$ cat src/rtl/nv_nvdla_mcif_wr_os_tracker_if.sv
// Request and AXI B handshake bundle between the write ingress arbiter,
// the outstanding-write tracker and the NOC B channel.
interface nv_nvdla_mcif_wr_os_tracker_if #(
   parameter int CIDX_W = 2,
   parameter int ID_W   = 8,
   parameter int LEN_W  = 2
);
   logic              req_vld;
   logic              req_rdy;
   logic [CIDX_W-1:0] req_client;
   logic [LEN_W-1:0]  req_len;
   logic              req_ack;
   logic              noc2mcif_axi_b_bvalid;
   logic              noc2mcif_axi_b_bready;
   logic [ID_W-1:0]   noc2mcif_axi_b_bid;

   modport master (
      output req_vld, req_client, req_len, req_ack,
      output noc2mcif_axi_b_bvalid, noc2mcif_axi_b_bid,
      input  req_rdy, noc2mcif_axi_b_bready
   );

   modport slave (
      input  req_vld, req_client, req_len, req_ack,
      input  noc2mcif_axi_b_bvalid, noc2mcif_axi_b_bid,
      output req_rdy, noc2mcif_axi_b_bready
   );
endinterface

$ cat src/rtl/nv_nvdla_mcif_wr_os_tracker.sv
// Outstanding-write tracker: admits requests against a beat budget, queues
// {ack,len} per client and turns in-order B responses into completion pulses.
module nv_nvdla_mcif_wr_os_tracker_cq #(
   parameter int DEPTH = 16,
   parameter int LEN_W = 2
) (
   input  logic             clk,
   input  logic             rst_n,
   input  logic             push,
   input  logic             push_ack,
   input  logic [LEN_W-1:0] push_len,
   input  logic             pop,
   output logic             full,
   output logic             empty,
   output logic             head_ack,
   output logic [LEN_W-1:0] head_len
);
   localparam int AW = $clog2(DEPTH);

   logic [LEN_W:0]  mem [DEPTH];
   logic [AW-1:0]   wp, rp;
   logic [AW:0]     cnt;

   always_ff @(posedge clk or negedge rst_n) begin
      if (!rst_n) begin
         wp  <= '0;
         rp  <= '0;
         cnt <= '0;
      end else begin
         if (push) wp <= wp + AW'(1);
         if (pop)  rp <= rp + AW'(1);
         cnt <= cnt + {{AW{1'b0}}, push} - {{AW{1'b0}}, pop};
      end
   end

   // Payload storage needs no reset: it is only read when cnt says it is valid.
   always_ff @(posedge clk) begin
      if (push) mem[wp] <= {push_ack, push_len};
   end

   assign full                 = (cnt == (AW+1)'(DEPTH));
   assign empty                = (cnt == '0);
   assign {head_ack, head_len} = mem[rp];
endmodule

module nv_nvdla_mcif_wr_os_tracker #(
   parameter int NUM_CLIENTS = 3,
   parameter int CIDX_W      = 2,
   parameter int ID_W        = 8,
   parameter int LEN_W       = 2,
   parameter int OS_W        = 8,
   parameter int CQ_DEPTH    = 16
) (
   input  logic                   nvdla_core_clk,
   input  logic                   nvdla_core_rstn,
   input  logic [OS_W-1:0]        reg2dp_wr_os_cnt,
   nv_nvdla_mcif_wr_os_tracker_if.slave bus,
   output logic [NUM_CLIENTS-1:0] wr_rsp_complete,
   output logic [OS_W:0]          os_cnt_cur,
   output logic                   err_unexp_b
);
   logic [CIDX_W-1:0]                  b_cidx;
   logic                               b_hs, b_hit, b_has, accept, q_room, credit_ok, bready_q;
   logic [LEN_W-1:0]                   hd_len;
   logic [NUM_CLIENTS-1:0]             q_full, q_empty, q_hd_ack, push, pop;
   logic [NUM_CLIENTS-1:0][LEN_W-1:0]  q_hd_len;
   logic [OS_W+1:0]                    need, limit;
   logic [OS_W:0]                      inc, dec;
   logic                               unused_bid_hi;

   assign b_cidx        = bus.noc2mcif_axi_b_bid[CIDX_W-1:0];
   assign unused_bid_hi = ^bus.noc2mcif_axi_b_bid[ID_W-1:CIDX_W];

   generate
      for (genvar c = 0; c < NUM_CLIENTS; c++) begin : g_cq
         assign push[c] = accept && (bus.req_client == CIDX_W'(c));
         assign pop[c]  = b_hit && (b_cidx == CIDX_W'(c));
         nv_nvdla_mcif_wr_os_tracker_cq #(.DEPTH(CQ_DEPTH), .LEN_W(LEN_W)) u_cq (
            .clk      (nvdla_core_clk),
            .rst_n    (nvdla_core_rstn),
            .push     (push[c]),
            .push_ack (bus.req_ack),
            .push_len (bus.req_len),
            .pop      (pop[c]),
            .full     (q_full[c]),
            .empty    (q_empty[c]),
            .head_ack (q_hd_ack[c]),
            .head_len (q_hd_len[c])
         );
      end
   endgenerate

   // Index muxes by loop so an out-of-range client simply matches nothing.
   always_comb begin
      q_room = 1'b0;
      b_has  = 1'b0;
      hd_len = '0;
      for (int c = 0; c < NUM_CLIENTS; c++) begin
         if (bus.req_client == CIDX_W'(c)) q_room = !q_full[c];
         if (b_cidx == CIDX_W'(c)) begin
            b_has  = !q_empty[c];
            hd_len = q_hd_len[c];
         end
      end
   end

   // One extra bit so the budget compare can never wrap.
   assign need      = (OS_W+2)'(os_cnt_cur) + (OS_W+2)'(bus.req_len) + (OS_W+2)'(1);
   assign limit     = (OS_W+2)'(reg2dp_wr_os_cnt) + (OS_W+2)'(1);
   assign credit_ok = (need <= limit);

   assign bus.req_rdy               = credit_ok && q_room;
   assign bus.noc2mcif_axi_b_bready = bready_q;
   assign accept                    = bus.req_vld && bus.req_rdy;
   assign b_hs                      = bus.noc2mcif_axi_b_bvalid && bready_q;
   assign b_hit                     = b_hs && b_has;

   assign inc = accept ? (OS_W+1)'(bus.req_len) + (OS_W+1)'(1) : '0;
   assign dec = b_hit  ? (OS_W+1)'(hd_len) + (OS_W+1)'(1)      : '0;

   always_ff @(posedge nvdla_core_clk or negedge nvdla_core_rstn) begin
      if (!nvdla_core_rstn) begin
         bready_q        <= 1'b0;
         os_cnt_cur      <= '0;
         wr_rsp_complete <= '0;
         err_unexp_b     <= 1'b0;
      end else begin
         bready_q        <= 1'b1;
         os_cnt_cur      <= os_cnt_cur + inc - dec;
         wr_rsp_complete <= pop & q_hd_ack;
         err_unexp_b     <= err_unexp_b | (b_hs && !b_hit);
      end
   end
endmodule

$ cat src/flat_wrapper.sv
// flat-port wrapper written by rule: the top's interface ports become plain ports
module nv_nvdla_mcif_wr_os_tracker_flat 
#(
   parameter int NUM_CLIENTS = 3,
   parameter int CIDX_W      = 2,
   parameter int ID_W        = 8,
   parameter int LEN_W       = 2,
   parameter int OS_W        = 8,
   parameter int CQ_DEPTH    = 16
)
  (nvdla_core_clk, nvdla_core_rstn, reg2dp_wr_os_cnt, wr_rsp_complete, os_cnt_cur, err_unexp_b, bus_req_vld, bus_req_client, bus_req_len, bus_req_ack, bus_noc2mcif_axi_b_bvalid, bus_noc2mcif_axi_b_bid, bus_req_rdy, bus_noc2mcif_axi_b_bready);
  nv_nvdla_mcif_wr_os_tracker_if #(.CIDX_W(CIDX_W), .ID_W(ID_W), .LEN_W(LEN_W)) bus_i ();
  input  logic nvdla_core_clk;
  input  logic nvdla_core_rstn;
  input  logic [OS_W-1:0] reg2dp_wr_os_cnt;
  output logic [NUM_CLIENTS-1:0] wr_rsp_complete;
  output logic [OS_W:0] os_cnt_cur;
  output logic err_unexp_b;
  input wire logic [$bits(bus_i.req_vld)-1:0] bus_req_vld;
  input wire logic [$bits(bus_i.req_client)-1:0] bus_req_client;
  input wire logic [$bits(bus_i.req_len)-1:0] bus_req_len;
  input wire logic [$bits(bus_i.req_ack)-1:0] bus_req_ack;
  input wire logic [$bits(bus_i.noc2mcif_axi_b_bvalid)-1:0] bus_noc2mcif_axi_b_bvalid;
  input wire logic [$bits(bus_i.noc2mcif_axi_b_bid)-1:0] bus_noc2mcif_axi_b_bid;
  output wire logic [$bits(bus_i.req_rdy)-1:0] bus_req_rdy;
  output wire logic [$bits(bus_i.noc2mcif_axi_b_bready)-1:0] bus_noc2mcif_axi_b_bready;
  assign bus_i.req_vld = bus_req_vld;
  assign bus_i.req_client = bus_req_client;
  assign bus_i.req_len = bus_req_len;
  assign bus_i.req_ack = bus_req_ack;
  assign bus_i.noc2mcif_axi_b_bvalid = bus_noc2mcif_axi_b_bvalid;
  assign bus_i.noc2mcif_axi_b_bid = bus_noc2mcif_axi_b_bid;
  assign bus_req_rdy = bus_i.req_rdy;
  assign bus_noc2mcif_axi_b_bready = bus_i.noc2mcif_axi_b_bready;
  nv_nvdla_mcif_wr_os_tracker #(.NUM_CLIENTS(NUM_CLIENTS), .CIDX_W(CIDX_W), .ID_W(ID_W), .LEN_W(LEN_W), .OS_W(OS_W), .CQ_DEPTH(CQ_DEPTH)) u_core (.nvdla_core_clk(nvdla_core_clk), .nvdla_core_rstn(nvdla_core_rstn), .reg2dp_wr_os_cnt(reg2dp_wr_os_cnt), .bus(bus_i), .wr_rsp_complete(wr_rsp_complete), .os_cnt_cur(os_cnt_cur), .err_unexp_b(err_unexp_b));
endmodule
$ cat config.mk
export PLATFORM = sky130hd
export DESIGN_NAME = nv_nvdla_mcif_wr_os_tracker_flat
export DESIGN_NICKNAME = d
export VERILOG_FILES = /design/src/rtl/nv_nvdla_mcif_wr_os_tracker_if.sv /design/src/rtl/nv_nvdla_mcif_wr_os_tracker.sv /design/src/flat_wrapper.sv
export SDC_FILE = /design/constraint.sdc
export NUM_CORES = 1
export LEC_CHECK = 0
export ABC_AREA = 1
export CAP_MARGIN = 40
export CORE_MARGIN = 10
export CORE_UTILIZATION = 30
export DETAILED_ROUTE_END_ITERATION = 7
export PLACE_DENSITY_LB_ADDON = 0.25
export SYNTH_ARGS = -nofsm -noshare
export SYNTH_HDL_FRONTEND = slang
export SYNTH_HIERARCHICAL = 1
export SYNTH_SLANG_ARGS = --single-unit
$ cat constraint.sdc
create_clock -name nvdla_core_clk -period 9.3 [get_ports nvdla_core_clk]
set_input_delay 1.395 -clock nvdla_core_clk [delete_from_list [all_inputs] [get_ports nvdla_core_clk]]
set_output_delay 1.395 -clock nvdla_core_clk [all_outputs]
set_load 0.02 [all_outputs]
# == Yosys cells after proc, flatten, opt, wreduce, memory -nomap -nowiden ==
# Memory sizes are Yosys's and may differ from the RTL's.
# Cells that the tools add are included.
# classes
bitwise,2
order_cmp,1
muxes,17
reduce_logical,23
eq_ne,7
add_sub_neg,19
# ops
cell,n
"4-bit by 1-bit adder with 4-bit output, second input constant",6
9-bit 2-to-1 mux,2
5-bit by 1-bit adder with 5-bit output,3
"5-bit == test, second input constant",3
5-bit zero test,3
5-bit by 1-bit subtractor with 5-bit output,3
1-bit 2-to-1 mux,12
1-bit logical AND,11
"10-bit by 1-bit adder with 10-bit output, second input constant",1
9-bit by 2-bit adder with 10-bit output,1
10-bit less-or-equal comparator,1
"8-bit by 1-bit adder with 9-bit output, second input constant",1
9-bit adder,1
9-bit subtractor,1
1-bit zero test,7
"2-bit by 1-bit adder with 3-bit output, second input constant",2
2-bit 2-to-1 mux,3
"2-bit by 1-bit == test with 1-bit output, second input constant",2
"2-bit == test, second input constant",2
2-bit zero test,2
3-bit AND,1
1-bit OR,1
# totals
ram_bits,144
wordCells,85
n_memories,3
inputBits,25
regBits,53
# mem_list
name,depth,width,read_ports,rd_clocked_by_memory_dff,write_ports,line,rtl
u_core.g_cq[0].u_cq.mem,16,3,1,0,1,nv_nvdla_mcif_wr_os_tracker.sv:20,logic [LEN_W:0] mem [DEPTH];
u_core.g_cq[1].u_cq.mem,16,3,1,0,1,nv_nvdla_mcif_wr_os_tracker.sv:20,
u_core.g_cq[2].u_cq.mem,16,3,1,0,1,nv_nvdla_mcif_wr_os_tracker.sv:20,

# == Logic depth before layout (Yosys ltp) ==
# Gate-level depths: netlist of run 1.
# depth
depth_word,10
ltp_mapped,24
mapped_depth_nobuf,24

# == Hierarchy ==
# Netlist of run 1, hierarchy kept.
# by_module_without_submodules
mod,area_per_inst_um2,cells_each,instances
nv_nvdla_mcif_wr_os_tracker_cq,2870.3,286,3
nv_nvdla_mcif_wr_os_tracker,1630.3,214,1

# == Least setup slack after synthesis of run 1 ==
# Ideal clock, no wire load.
# synth_path
path_kind,in2out
start,in bus_req_len[0]
end,out bus_req_rdy
path_buffers,0
arrival_ns,3.267
setup_slack_ns,4.638
path_stages,11
cell_sequence,inv_1 > ha_1 > inv_1 > fa_1 > nand3_1 > nor2_1 > xor2_1 > ha_1 > and3_1 > nand4_1 > a21boi_1
# synth_between
elab_chain_cells,4
# synth_rtl
element,line,rtl
start: declaration,flat_wrapper.sv:21,input wire logic [$bits(bus_i.req_len)-1:0] bus_req_len;
9-bit by 2-bit adder with 10-bit output,nv_nvdla_mcif_wr_os_tracker.sv:108,assign need = (OS_W+2)'(os_cnt_cur) + (OS_W+2)'(bus.req_len) + (OS_W+2)'(1);
10-bit by 1-bit adder with 10-bit output,nv_nvdla_mcif_wr_os_tracker.sv:108,
10-bit less-or-equal comparator,nv_nvdla_mcif_wr_os_tracker.sv:110,assign credit_ok = (need <= limit);
1-bit logical AND,nv_nvdla_mcif_wr_os_tracker.sv:112,assign bus.req_rdy = credit_ok && q_room;
end: declaration,flat_wrapper.sv:25,output wire logic [$bits(bus_i.req_rdy)-1:0] bus_req_rdy;
# No other way between the ends.

# == Worst setup path in the final report of run 1 ==
# Ends and elaborated chain as after synthesis.

==> summary.md, run 1 <==
| Metric | Value |
|---|---|
| I/O Buffers | 33 |
| Average via count per standard cell | 4.32 |
| Max capacitance violation total | 0 |
| Reg-to-reg startpoint | u_core/os_cnt_cur[0]$_DFF_PN0_ |
| Number of antenna cells inserted | 0 |
| Standard cell core area | 0.0336 mm² |
| Die area | 0.0419 mm² |
| Net count reported at finish | 1199 |
| Ys flop type | sky130_fd_sc_hd__edfxtp_1 |
| Multi-input gate area in the final layout | 0.00358 mm² |
| Worst setup path class | in -> out |
| Synthesized Nets | 1166 |
| Clock sink count | 197 |
| Average detailed-routed wire length per instance | 13.8 µm |
| Die span in x | 205 µm |
| Half-perimeter wire length after detailed placement | 14600 µm |
| Leading cell type in the layout, fill and taps excluded | sky130_fd_sc_hd__nand2_1 |
| Sequential-to-total area share from yosys stat | 55.2% |
| Maximum fanout along the worst path | 50 |
| Sequential cell area | 0.00565 mm² |
| Unrepaired setup endpoints after global routing | false |
| Number of placed cells counting well taps | 1534 |
| Top cells by area in the synthesized netlist | sky130_fd_sc_hd__edfxtp_1 (42%), sky130_fd_sc_hd__dfrtp_1 (13%), sky130_fd_sc_hd__nand2_1 (9.5%), sky130_fd_sc_hd__inv_1 (7.6%), sky130_fd_sc_hd__ha_1 (7.6%) |
| Largest net degree at the start of global routing | 54 |
| Longest Clk Path Bufs | 2 |
| Worst hold endpoint | u_core/err_unexp_b$_DFF_PN0_ |
| Initial antenna violation count | 0 |
| Routed via count | 6767 |
| Crit path time final | 5.84 ns |
| Num ports | 40 |
| Mean cell area of the mapped netlist | 9.55 µm² |
| Overall routing resource usage | 10.7% |
| Total negative slack for setup checks | 0 ns |
| Min-Delay Path Depth | 1 |
| Drt total wl | 21500 µm |
| Clock latency at the later pin of the worst-skew pair | 0.44 ns |
| Synth cell types | 32 |
| Non-filler cells in the finished layout | 1566 |
| Iteration-0 DRC Markers | 302 |
| Slack of the worst reg-to-reg path | 5.11 ns |
| Endpoint of the most critical register-to-register path | u_core/g_cq[1].u_cq/cnt[4]$_DFF_PN0_ |
| Number of pins with negative max-slew slack in the final report | 0 |
| Crit path from | bus_req_len[0] |
| CP arrival | 4.44 ns |
| Static leakage | 0.00521 µW |
| Portion of synthesized cell area occupied by the leading cell type | 42.2% |
| Launching element type of the critical path | input port |
| Class of the tightest hold or removal check | reg -> reg |
| Number of warning messages in the yosys log | 6 |
| Num CTS Buffers | 17 |
| Global-route wire length before repair | 35900 µm |
| Asr flop ratio synth | 26.9% |
| Final Hold Violating Endpoints | 0 |
| Root Driver | sky130_fd_sc_hd__clkbuf_16 |
| Maximum resistive drop on vdd | 0.000168 V |
| CTS tree | built |
| Gpl congestion | 0.789 |
| Share of post-route cells with drive strength above 1 | 4.92% |
| Global route total overflow | 0 |
| R2R depth | 22 |
| Hold Buf Count CTS | 0 |
| # H-tree levels | 4 |
| Largest area contributor in the netlist | sky130_fd_sc_hd__edfxtp_1 |
| Slew Limit Headroom | 45.5% |
| Number of filler cells placed in the layout | 3432 |
| Number of enable flip-flop cells after synthesis | 144 |
| Clock tree skew after final layout | 0.0155 ns |
| Register bit count reported by yosys | 197 |
| Total power | 3290 µW |
| Syn-to-layout area delta | 13.2% |
| Top achievable clock speed | 171 MHz |
| DRC violation count after routing | 0 |
| Tcrit/Tclk final | 62.8% |
| HP Start | u_core/err_unexp_b$_DFF_PN0_ |
| Routed Antenna Nets | 0 |
| Die span in y | 205 µm |
| Leading cell types in the layout, fill and taps excluded | sky130_fd_sc_hd__nand2_1 (258), sky130_fd_sc_hd__inv_1 (208), sky130_fd_sc_hd__edfxtp_1 (144) |
| Row count | 67 |
| Postcts setup bufs | 0 |
| Gate count after technology mapping | 1072 |
| Number of iterations in the first detailed-routing pass | 5 |
| Pin slew with the least headroom to its limit | 0.818 ns |
| Power per Cell Area | 284 mW/mm² |
| Starting density of the core | 30.5% |
| Number of global-route vias before repair | 6874 |
| Clock input transition at the sequential cells of the worst setup and hold paths | 0.07 ns |
| Setup violations, final | 0 |
| Cell area after synthesis | 0.0102 mm² |
| Run status | complete, no violations |
| Number of gates resized after cts | 0 |
| CP endpoint kind | output pin |
| Endpoint required time on the critical path | 7.91 ns |
-- where the power goes --
part / switching (µW) / internal (µW)
Combinational: 817 / 514
Sequential: 165 / 1060
Clock: 353 / 382
Total: 1330 / 1960
-- Yosys cell counts, types with 3 or more instances --
cell,n
sky130_fd_sc_hd__nand2_1,258
sky130_fd_sc_hd__inv_1,208
sky130_fd_sc_hd__edfxtp_1,144
sky130_fd_sc_hd__nand3_1,123
sky130_fd_sc_hd__nor2_1,71
sky130_fd_sc_hd__ha_1,62
sky130_fd_sc_hd__dfrtp_1,53
sky130_fd_sc_hd__xor2_1,40
sky130_fd_sc_hd__a21oi_1,15
sky130_fd_sc_hd__nand4_1,13
sky130_fd_sc_hd__o21ai_0,13
sky130_fd_sc_hd__buf_2,12
sky130_fd_sc_hd__xnor2_1,10
sky130_fd_sc_hd__buf_6,9
sky130_fd_sc_hd__fa_1,7
sky130_fd_sc_hd__buf_4,6
sky130_fd_sc_hd__nor3_1,5
sky130_fd_sc_hd__inv_4,3
sky130_fd_sc_hd__nor2_2,3
-- cell type report --
class,instances,area share [%]
multi-input combinational,636,30.9
sequential,197,48.7
clock buffer,17,3.67
inverter,212,6.93
clock inverter,15,1.42
tap,448,4.83
timing repair buffer,41,3.52
-- flip-flops by register name, indices dropped and copies added (netlist names) --
| register | cells |
|---|---|
| u_core/g_cq.u_cq/rp | 12 |
| u_core/bus.noc2mcif_axi_b_bready | 1 |
| u_core/err_unexp_b | 1 |
| u_core/os_cnt_cur | 9 |
| u_core/wr_rsp_complete | 3 |
| u_core/g_cq.u_cq/wp | 12 |
| u_core/g_cq.u_cq/mem | 144 |
| u_core/g_cq.u_cq/cnt | 15 |
-- per-layer routing --
| metal | vias up | GRT usage, % | routed length (µm) |
|---|---|---|---|
| li1 | 3460 | - | - |
| met1 | 3216 | 14.0 | 10500 |
| met2 | 70 | 17.7 | 10300 |
| met3 | 21 | 1.91 | 450 |
| met4 | 0 | 2.78 | 264 |
| met5 | - | 0 | 0 |
-- stage by stage --
stage | setup WS, ns | util (%) | area [µm²] | hold WS (ns)
3_3_place_gp | 3.38 | 32.5 | 10900 | 0.455
5_1_grt | 3.16 | 34.5 | 11600 | 0.509
4_1_cts | 3.36 | 34.5 | 11600 | 0.475
2_1_floorplan | 4.64 | - | 10200 | 0.512
3_5_place_dp | 3.38 | 32.7 | 11000 | 0.459
6_report | 3.46 | 34.5 | 11600 | 0.471
-- cell families after synthesis --
group / share of synthesized area [%]
AOI/OAI and AO/OA: 2.08
xor gates and xnor gates: 4.28
adders and majority gates: 8.94
buffers and inverters: 9.86
DFF: 55.2
other: 0.0366
and+or+nand+nor: 19.6
-- worst max-delay path by stage --
| stage | to | slack, ns | cells after the start |
|---|---|---|---|
| after floorplan | bus_req_rdy | 4.64 | 11 |
| after global placement | bus_req_rdy | 3.38 | 17 |
| after detailed placement | bus_req_rdy | 3.38 | 15 |
| after CTS | bus_req_rdy | 3.36 | 15 |
| after global routing | bus_req_rdy | 3.16 | 15 |
| final | bus_req_rdy | 3.46 | 15 |
-- critical path, stage by stage --
cell,delay [ns]
sky130_fd_sc_hd__buf_2,0.07
sky130_fd_sc_hd__buf_4,0.49
sky130_fd_sc_hd__inv_1,0.18
sky130_fd_sc_hd__ha_1,0.23
sky130_fd_sc_hd__inv_1,0.06
sky130_fd_sc_hd__fa_1,0.23
sky130_fd_sc_hd__nand3_1,0.13
sky130_fd_sc_hd__nor2_1,0.14
sky130_fd_sc_hd__xor2_1,0.17
sky130_fd_sc_hd__ha_1,0.26
sky130_fd_sc_hd__and3_1,0.16
sky130_fd_sc_hd__nand2_1,0.06
sky130_fd_sc_hd__nand2_1,0.06
sky130_fd_sc_hd__a21boi_1,0.15
sky130_fd_sc_hd__clkdlybuf4s50_1,0.63
Power figures use the tool's default switching activity.
==> inputs of run 2 (changes only) <==
==> constraint.sdc (replaced) <==
create_clock -name nvdla_core_clk -period 5.6 [get_ports nvdla_core_clk]
set_input_delay 0.84 -clock nvdla_core_clk [delete_from_list [all_inputs] [get_ports nvdla_core_clk]]
set_output_delay 0.84 -clock nvdla_core_clk [all_outputs]
set_load 0.02 [all_outputs]
==> run 2 against run 1 <==
Net effect:
- global-route usage down 0.066 points
- clock skew fell by 0.0010 ns
- critical path depth decreased by 2
- routed wire length is 1.2% lower
- cell count up 0.19%
- first-iteration DRC count grew 35%
- non-clock buffer count grew 3
- sequential power grew 67%
- power up 65%
- critical endpoint unchanged
- die area is the same
- sequential share of layout area about the same
==> summary.md, run 2 (synthesis gave the netlist of run 1 again) <==
| Metric | Value |
|---|---|
| Run status | complete, no violations (unchanged) |
| Net count reported at finish | 1202 (was 1199) |
| Longest Clk Path Bufs | 2 (unchanged) |
| Average detailed-routed wire length per instance | 13.6 µm (was 13.8 µm) |
| Max FFs per register | 144 (unchanged) |
| Endpoint required time on the critical path | 4.76 ns (was 7.91 ns) |
| Starting density of the core | 30.5% (unchanged) |
| Area of all placed cells without fillers | 0.0116 mm² (about the same) |
| Die span in y | 205 µm (unchanged) |
| Number of placed cells counting well taps | 1537 (was 1534) |
| Share of post-route cells with drive strength above 1 | 5.17% (was 4.92%) |
| Power per Cell Area | 469 mW/mm² (was 284 mW/mm²) |
| Top achievable clock speed | 230 MHz |
| Half-perimeter wire length after detailed placement | 14600 µm (about the same) |
| CTS tree | built (unchanged) |
| Number of pins with negative max-slew slack in the final report | 0 (unchanged) |
| I/O Buffers | 33 (unchanged) |
| Placed instance area | 0.0110 mm² (about the same) |
| Largest net degree at the start of global routing | 54 (unchanged) |
| Leading cell type in the layout, fill and taps excluded | sky130_fd_sc_hd__nand2_1 (unchanged) |
| Maximum fanout along the worst path | 3 (was 50) |
| Syn-to-layout area delta | 13.1% (was 13.2%) |
| Drt total wl | 21300 µm (was 21500 µm) |
| Non-filler cells in the finished layout | 1569 (was 1566) |
| Tcrit/Tclk final | 77.5% |
| Row count | 67 (unchanged) |
| Clock tree skew after final layout | 0.0144 ns (was 0.0155 ns) |
| Leading cell types in the layout, fill and taps excluded | sky130_fd_sc_hd__nand2_1 (258), sky130_fd_sc_hd__inv_1 (208), sky130_fd_sc_hd__edfxtp_1 (144) (unchanged) |
| Maximum resistive drop on vdd | 0.000258 V (was 0.000168 V) |
| Hold Buf Count CTS | 0 (unchanged) |
| Maximum cell stage delay along the critical path | 0.64 ns (was 0.63 ns) |
| Static leakage | 0.00521 µW (about the same) |
| Number of global-route vias before repair | 6832 (was 6874) |
| Clock latency at the later pin of the worst-skew pair | 0.43 ns (was 0.44 ns) |
| # H-tree levels | 4 (unchanged) |
| Class of the tightest hold or removal check | reg -> reg (unchanged) |
| CP arrival | 3.50 ns (was 4.44 ns) |
| Postcts setup bufs | 0 (unchanged) |
| Register bank with the most flops | u_core/g_cq.u_cq/mem (unchanged) |
| Initial antenna violation count | 0 (unchanged) |
| Iteration-0 DRC Markers | 409 (was 302) |
| Family of cells with the greatest summed delay on the critical path | buffers and inverters (unchanged) |
| Num ports | 40 (unchanged) |
| Crit path time final | 4.34 ns |
| Average via count per standard cell | 4.29 (was 4.32) |
| Buffers & Inverters on Critical Path | 4 (was 5) |
| Launching element type of the critical path | input port (unchanged) |
| Num CTS Buffers | 17 (unchanged) |
| Number of iterations in the first detailed-routing pass | 4 (was 5) |
| CP endpoint kind | output pin (unchanged) |
| Global route total overflow | 0 (unchanged) |
| Global-route wire length before repair | 35500 µm (was 35900 µm) |
| Gpl congestion | 0.794 (was 0.789) |
| Number of gates resized after cts | 0 (unchanged) |
| Die area | 0.0419 mm² (unchanged) |
| Total negative slack for setup checks | 0 ns (unchanged) |
| Routed Antenna Nets | 0 (unchanged) |
| Root Driver | sky130_fd_sc_hd__clkbuf_16 (unchanged) |
| Worst-path cell chain | buf_2, inv_1, ha_1, inv_1, fa_1, nand3_1, nor2_1, xor2_1, ha_1, and3_1, nand4_1, a21boi_1, clkdlybuf4s50_1 (was buf_2, buf_4, inv_1, ha_1, inv_1, fa_1, nand3_1, nor2_1, xor2_1, ha_1, and3_1, nand2_1, nand2_1, a21boi_1, clkdlybuf4s50_1) |
| Setup violations, final | 0 (unchanged) |
| Unrepaired setup endpoints after global routing | false (unchanged) |
| Die span in x | 205 µm (unchanged) |
| Overall routing resource usage | 10.6% (was 10.7%) |
| Pin slew with the least headroom to its limit | 0.761 ns (was 0.818 ns) |
| Worst setup path class | in -> out (unchanged) |
| Largest registers | u_core/g_cq.u_cq/mem x144, u_core/g_cq.u_cq/cnt x15 (unchanged) |
| Clock sink count | 197 (unchanged) |
| Routed via count | 6726 (was 6767) |
| DRC violation count after routing | 0 (unchanged) |
| Max capacitance violation total | 0 (unchanged) |
| Clock input transition at the sequential cells of the worst setup and hold paths | 0.07 ns (about the same) |
| Standard cell core area | 0.0336 mm² (unchanged) |
| Library cell contributing the largest single delay on the critical path | sky130_fd_sc_hd__clkdlybuf4s50_1 (unchanged) |
| Slew Limit Headroom | 49.3% (was 45.5%) |
| Final Hold Violating Endpoints | 0 (unchanged) |
| Number of antenna cells inserted | 0 (unchanged) |
-- run 2: power by group --
part           switching, µW  internal [µW]
clock                    560            669
combinational           1320            838
sequential               281           1770
-- run 2: routing by layer --
layer  GRT usage (%)  wire length [µm]  vias to the layer above
met5               0                 0                        -
met4            3.15               323                        0
met3            2.01               504                       21
met2            17.9             10300                       64
met1            13.4             10200                     3171
li1                -                 -                     3470
-- run 2: area by class of cell --
class,instances,area (µm²)
sequential,197,5650
inverter,212,803
multi-input combinational,636,3580
timing repair buffer,44,393
clock inverter,15,170
fill,3410,22000
tap,448,561
clock buffer,17,425
-- run 2: final timing paths --
| kind | slack, ns | to | cells past startpoint | start |
|---|---|---|---|---|
| setup / recovery | 1.26 | bus_req_rdy | 13 | bus_req_len[0] |
| min in group asynchronous | 0.56 | u_core/wr_rsp_complete[2]$_DFF_PN0_ | 2 | nvdla_core_rstn |
| max in group asynchronous | 4.53 | u_core/g_cq[2].u_cq/cnt[2]$_DFF_PN0_ | 2 | nvdla_core_rstn |
| hold reg to reg | 0.47 | u_core/err_unexp_b$_DFF_PN0_ | 1 | u_core/err_unexp_b$_DFF_PN0_ |
| setup reg to reg | 1.59 | u_core/os_cnt_cur[8]$_DFF_PN0_ | 21 | u_core/os_cnt_cur[0]$_DFF_PN0_ |
| hold / removal | 0.47 | u_core/err_unexp_b$_DFF_PN0_ | 1 | u_core/err_unexp_b$_DFF_PN0_ |
-- run 2: metrics by stage --
step	setup WS [ns]	hold WS [ns]	util [%]	total power, µW
2_1_floorplan	1.50	0.512	-	3720
3_3_place_gp	0.956	0.455	32.7	4250
3_5_place_dp	0.925	0.461	32.7	4260
4_1_cts	1.18	0.478	34.5	5510
5_1_grt	1.01	0.509	34.5	5920
6_report	1.26	0.471	34.5	5430
==> inputs of run 3 (changes only) <==
==> constraint.sdc (replaced) <==
create_clock -name nvdla_core_clk -period 4.2 [get_ports nvdla_core_clk]
set_input_delay 0.63 -clock nvdla_core_clk [delete_from_list [all_inputs] [get_ports nvdla_core_clk]]
set_output_delay 0.63 -clock nvdla_core_clk [all_outputs]
set_load 0.02 [all_outputs]
==> run 3 against run 2 <==
Net effect:
- global-route usage is 0.11 points higher
- die area stayed put
- clock skew up 0.0035 ns
- setup slack lost 1.0 ns
- utilization increased by 0.68 points
- critical path depth down 1
- clock power grew 32%
- routed wire length rose by 1.5%
- flip-flop and latch count did not move
- hold slack worse by 0.20 ns
- design area increased by 2.0%
- first-iteration DRC count rose by 2.9%
- critical path type is now reg -> out
- critical endpoint unchanged
- largest power group unchanged
==> summary.md, run 3 (synthesis gave the netlist of run 1 again) <==
| Metric | Value |
|---|---|
| Run status | complete, no violations (unchanged) |
| Standard cell core area | 0.0336 mm² (unchanged) |
| Largest net degree at the start of global routing | 50 (was 54) |
| Final Hold Violating Endpoints | 0 (unchanged) |
| Number of antenna cells inserted | 0 (unchanged) |
| Row count | 67 (unchanged) |
| Gpl congestion | 0.785 (was 0.794) |
| CP endpoint kind | output pin (unchanged) |
| Half-perimeter wire length after detailed placement | 15100 µm (was 14600 µm) |
| Top achievable clock speed | 253 MHz |
| Max FFs per register | 144 (unchanged) |
| I/O Buffers | 33 (unchanged) |
| Die span in y | 205 µm (unchanged) |
| Power per Cell Area | 630 mW/mm² (was 469 mW/mm²) |
| Share of post-route cells with drive strength above 1 | 7.75% (was 5.17%) |
| Postcts setup bufs | 0 (unchanged) |
| Die area | 0.0419 mm² (unchanged) |
| Register bank with the most flops | u_core/g_cq.u_cq/mem (unchanged) |
| Largest registers | u_core/g_cq.u_cq/mem x144, u_core/g_cq.u_cq/cnt x15 (unchanged) |
| Drt total wl | 21600 µm (was 21300 µm) |
| # H-tree levels | 4 (unchanged) |
| Starting density of the core | 30.5% (unchanged) |
| Clock tree skew after final layout | 0.0179 ns (was 0.0144 ns) |
| Number of global-route vias before repair | 6892 (was 6832) |
| Maximum resistive drop on vdd | 0.000405 V (was 0.000258 V) |
| Leading cell types in the layout, fill and taps excluded | sky130_fd_sc_hd__nand2_1 (257), sky130_fd_sc_hd__inv_1 (208), sky130_fd_sc_hd__edfxtp_1 (144) (was sky130_fd_sc_hd__nand2_1 (258), sky130_fd_sc_hd__inv_1 (208), sky130_fd_sc_hd__edfxtp_1 (144)) |
| Routed Antenna Nets | 0 (unchanged) |
| Maximum fanout along the worst path | 3 (unchanged) |
| Worst setup path class | reg -> out (was in -> out) |
| Longest Clk Path Bufs | 2 (unchanged) |
| Leading cell type in the layout, fill and taps excluded | sky130_fd_sc_hd__nand2_1 (unchanged) |
| Utilization of the core after routing | 35.1% (was 34.5%) |
| Routed via count | 6733 (was 6726) |
| Number of iterations in the first detailed-routing pass | 4 (unchanged) |
| Num CTS Buffers | 17 (unchanged) |
| Clock sink count | 197 (unchanged) |
| Static leakage | 0.00536 µW (was 0.00521 µW) |
| Iteration-0 DRC Markers | 421 (was 409) |
| Tcrit/Tclk final | 94.1% |
| Overall routing resource usage | 10.7% (was 10.6%) |
| Global route total overflow | 0 (unchanged) |
| Class of the tightest hold or removal check | in -> async (was reg -> reg) |
| Slew Limit Headroom | 46.9% (was 49.3%) |
| Pin slew with the least headroom to its limit | 0.797 ns (was 0.761 ns) |
| Num ports | 40 (unchanged) |
| Total power | 7440 µW (was 5430 µW) |
| Crit path time final | 3.95 ns |
| Average detailed-routed wire length per instance | 13.5 µm (was 13.6 µm) |
| Initial antenna violation count | 0 (unchanged) |
| DRC violation count after routing | 0 (unchanged) |
| Setup violations, final | 0 (unchanged) |
| Launching element type of the critical path | flip-flop (was input port) |
| Root Driver | sky130_fd_sc_hd__clkbuf_16 (unchanged) |
| Net count reported at finish | 1229 (was 1202) |
| Number of pins with negative max-slew slack in the final report | 0 (unchanged) |
| Endpoint required time on the critical path | 3.57 ns (was 4.76 ns) |
| CTS tree | built (unchanged) |
| Total negative slack for setup checks | 0 ns (unchanged) |
| CP arrival | 3.32 ns (was 3.50 ns) |
| Average via count per standard cell | 4.22 (was 4.29) |
| Die span in x | 205 µm (unchanged) |
| Max capacitance violation total | 0 (unchanged) |
| Clock input transition at the sequential cells of the worst setup and hold paths | 0.08 ns (was 0.07 ns) |
| Unrepaired setup endpoints after global routing | false (unchanged) |
| Clock latency at the later pin of the worst-skew pair | 0.43 ns (about the same) |
| Syn-to-layout area delta | 15.4% (was 13.1%) |
| Global-route wire length before repair | 35600 µm (was 35500 µm) |
## run 3: layout make-up
type / instances / area [µm²]
flip-flops and latches: 197 / 5650
multi-input cells: 636 / 3600
clock inverters: 15 / 168
well taps: 448 / 561
repair buffers: 71 / 608
fillers: 3373 / 21800
clock buffers: 17 / 425
inverters: 212 / 803
## run 3: per-layer routing
| layer | up-vias | routed length, µm | GRT usage, % |
|---|---|---|---|
| li1 | 3525 | - | - |
| met1 | 3118 | 10300 | 13.7 |
| met2 | 80 | 10600 | 18.2 |
| met3 | 10 | 550 | 2.15 |
| met4 | 0 | 145 | 2.49 |
| met5 | - | 0 | 0 |
## run 3: worst paths after layout
| check | start | end | slack (ns) | cells past startpoint |
|---|---|---|---|---|
| hold / removal | nvdla_core_rstn | u_core/g_cq[0].u_cq/rp[2]$_DFFE_PN0P_ | 0.27 | 1 |
| min in group nvdla_core_clk | u_core/err_unexp_b$_DFF_PN0_ | u_core/err_unexp_b$_DFF_PN0_ | 0.47 | 1 |
| max in group asynchronous | nvdla_core_rstn | u_core/g_cq[0].u_cq/cnt[0]$_DFF_PN0_ | 3.07 | 2 |
| hold reg to reg | u_core/err_unexp_b$_DFF_PN0_ | u_core/err_unexp_b$_DFF_PN0_ | 0.47 | 1 |
| setup / recovery | u_core/os_cnt_cur[0]$_DFF_PN0_ | bus_req_rdy | 0.25 | 12 |
| setup reg to reg | u_core/os_cnt_cur[0]$_DFF_PN0_ | u_core/g_cq[2].u_cq/cnt[4]$_DFF_PN0_ | 0.29 | 20 |
## run 3: repair_timing
item / 4_1_cts / 5_1_grt
hold buffers: 0 / 0
gates resized for setup: 0 / 4
endpoints found under the setup margin: 0 / 5
## run 3: power by group
part           switching [µW]  total (µW)  leakage, µW  internal (µW)
sequential                317        2670      0.00191           2360
clock                     778        1620     0.000285            845
combinational            1870        3140      0.00317           1270
total                    2970        7440      0.00536           4470
## run 3: worst max-delay path: stages, from the launching register on
cell                              delay, ns
sky130_fd_sc_hd__dfrtp_1               0.41
sky130_fd_sc_hd__inv_1                 0.10
sky130_fd_sc_hd__ha_1                  0.14
sky130_fd_sc_hd__inv_1                 0.05
sky130_fd_sc_hd__fa_1                  0.41
sky130_fd_sc_hd__nand3_1               0.15
sky130_fd_sc_hd__nor2_1                0.07
sky130_fd_sc_hd__xor2_1                0.14
sky130_fd_sc_hd__ha_1                  0.29
sky130_fd_sc_hd__and3_1                0.17
sky130_fd_sc_hd__nand4_1               0.12
sky130_fd_sc_hd__a21boi_1              0.20
sky130_fd_sc_hd__clkdlybuf4s50_1       0.64
## run 3: per-stage QoR
step	setup slack (ns)	area, µm²	hold WS, ns	cells
floorplan	0.315	10200	0.334	1072
global placement	-0.115	11200	0.454	1563
detailed placement	-0.114	11200	0.461	1564
CTS	0.196	11800	0.303	1596
global route	0.0106	11800	0.322	1596
finish	0.249	11800	0.272	1596
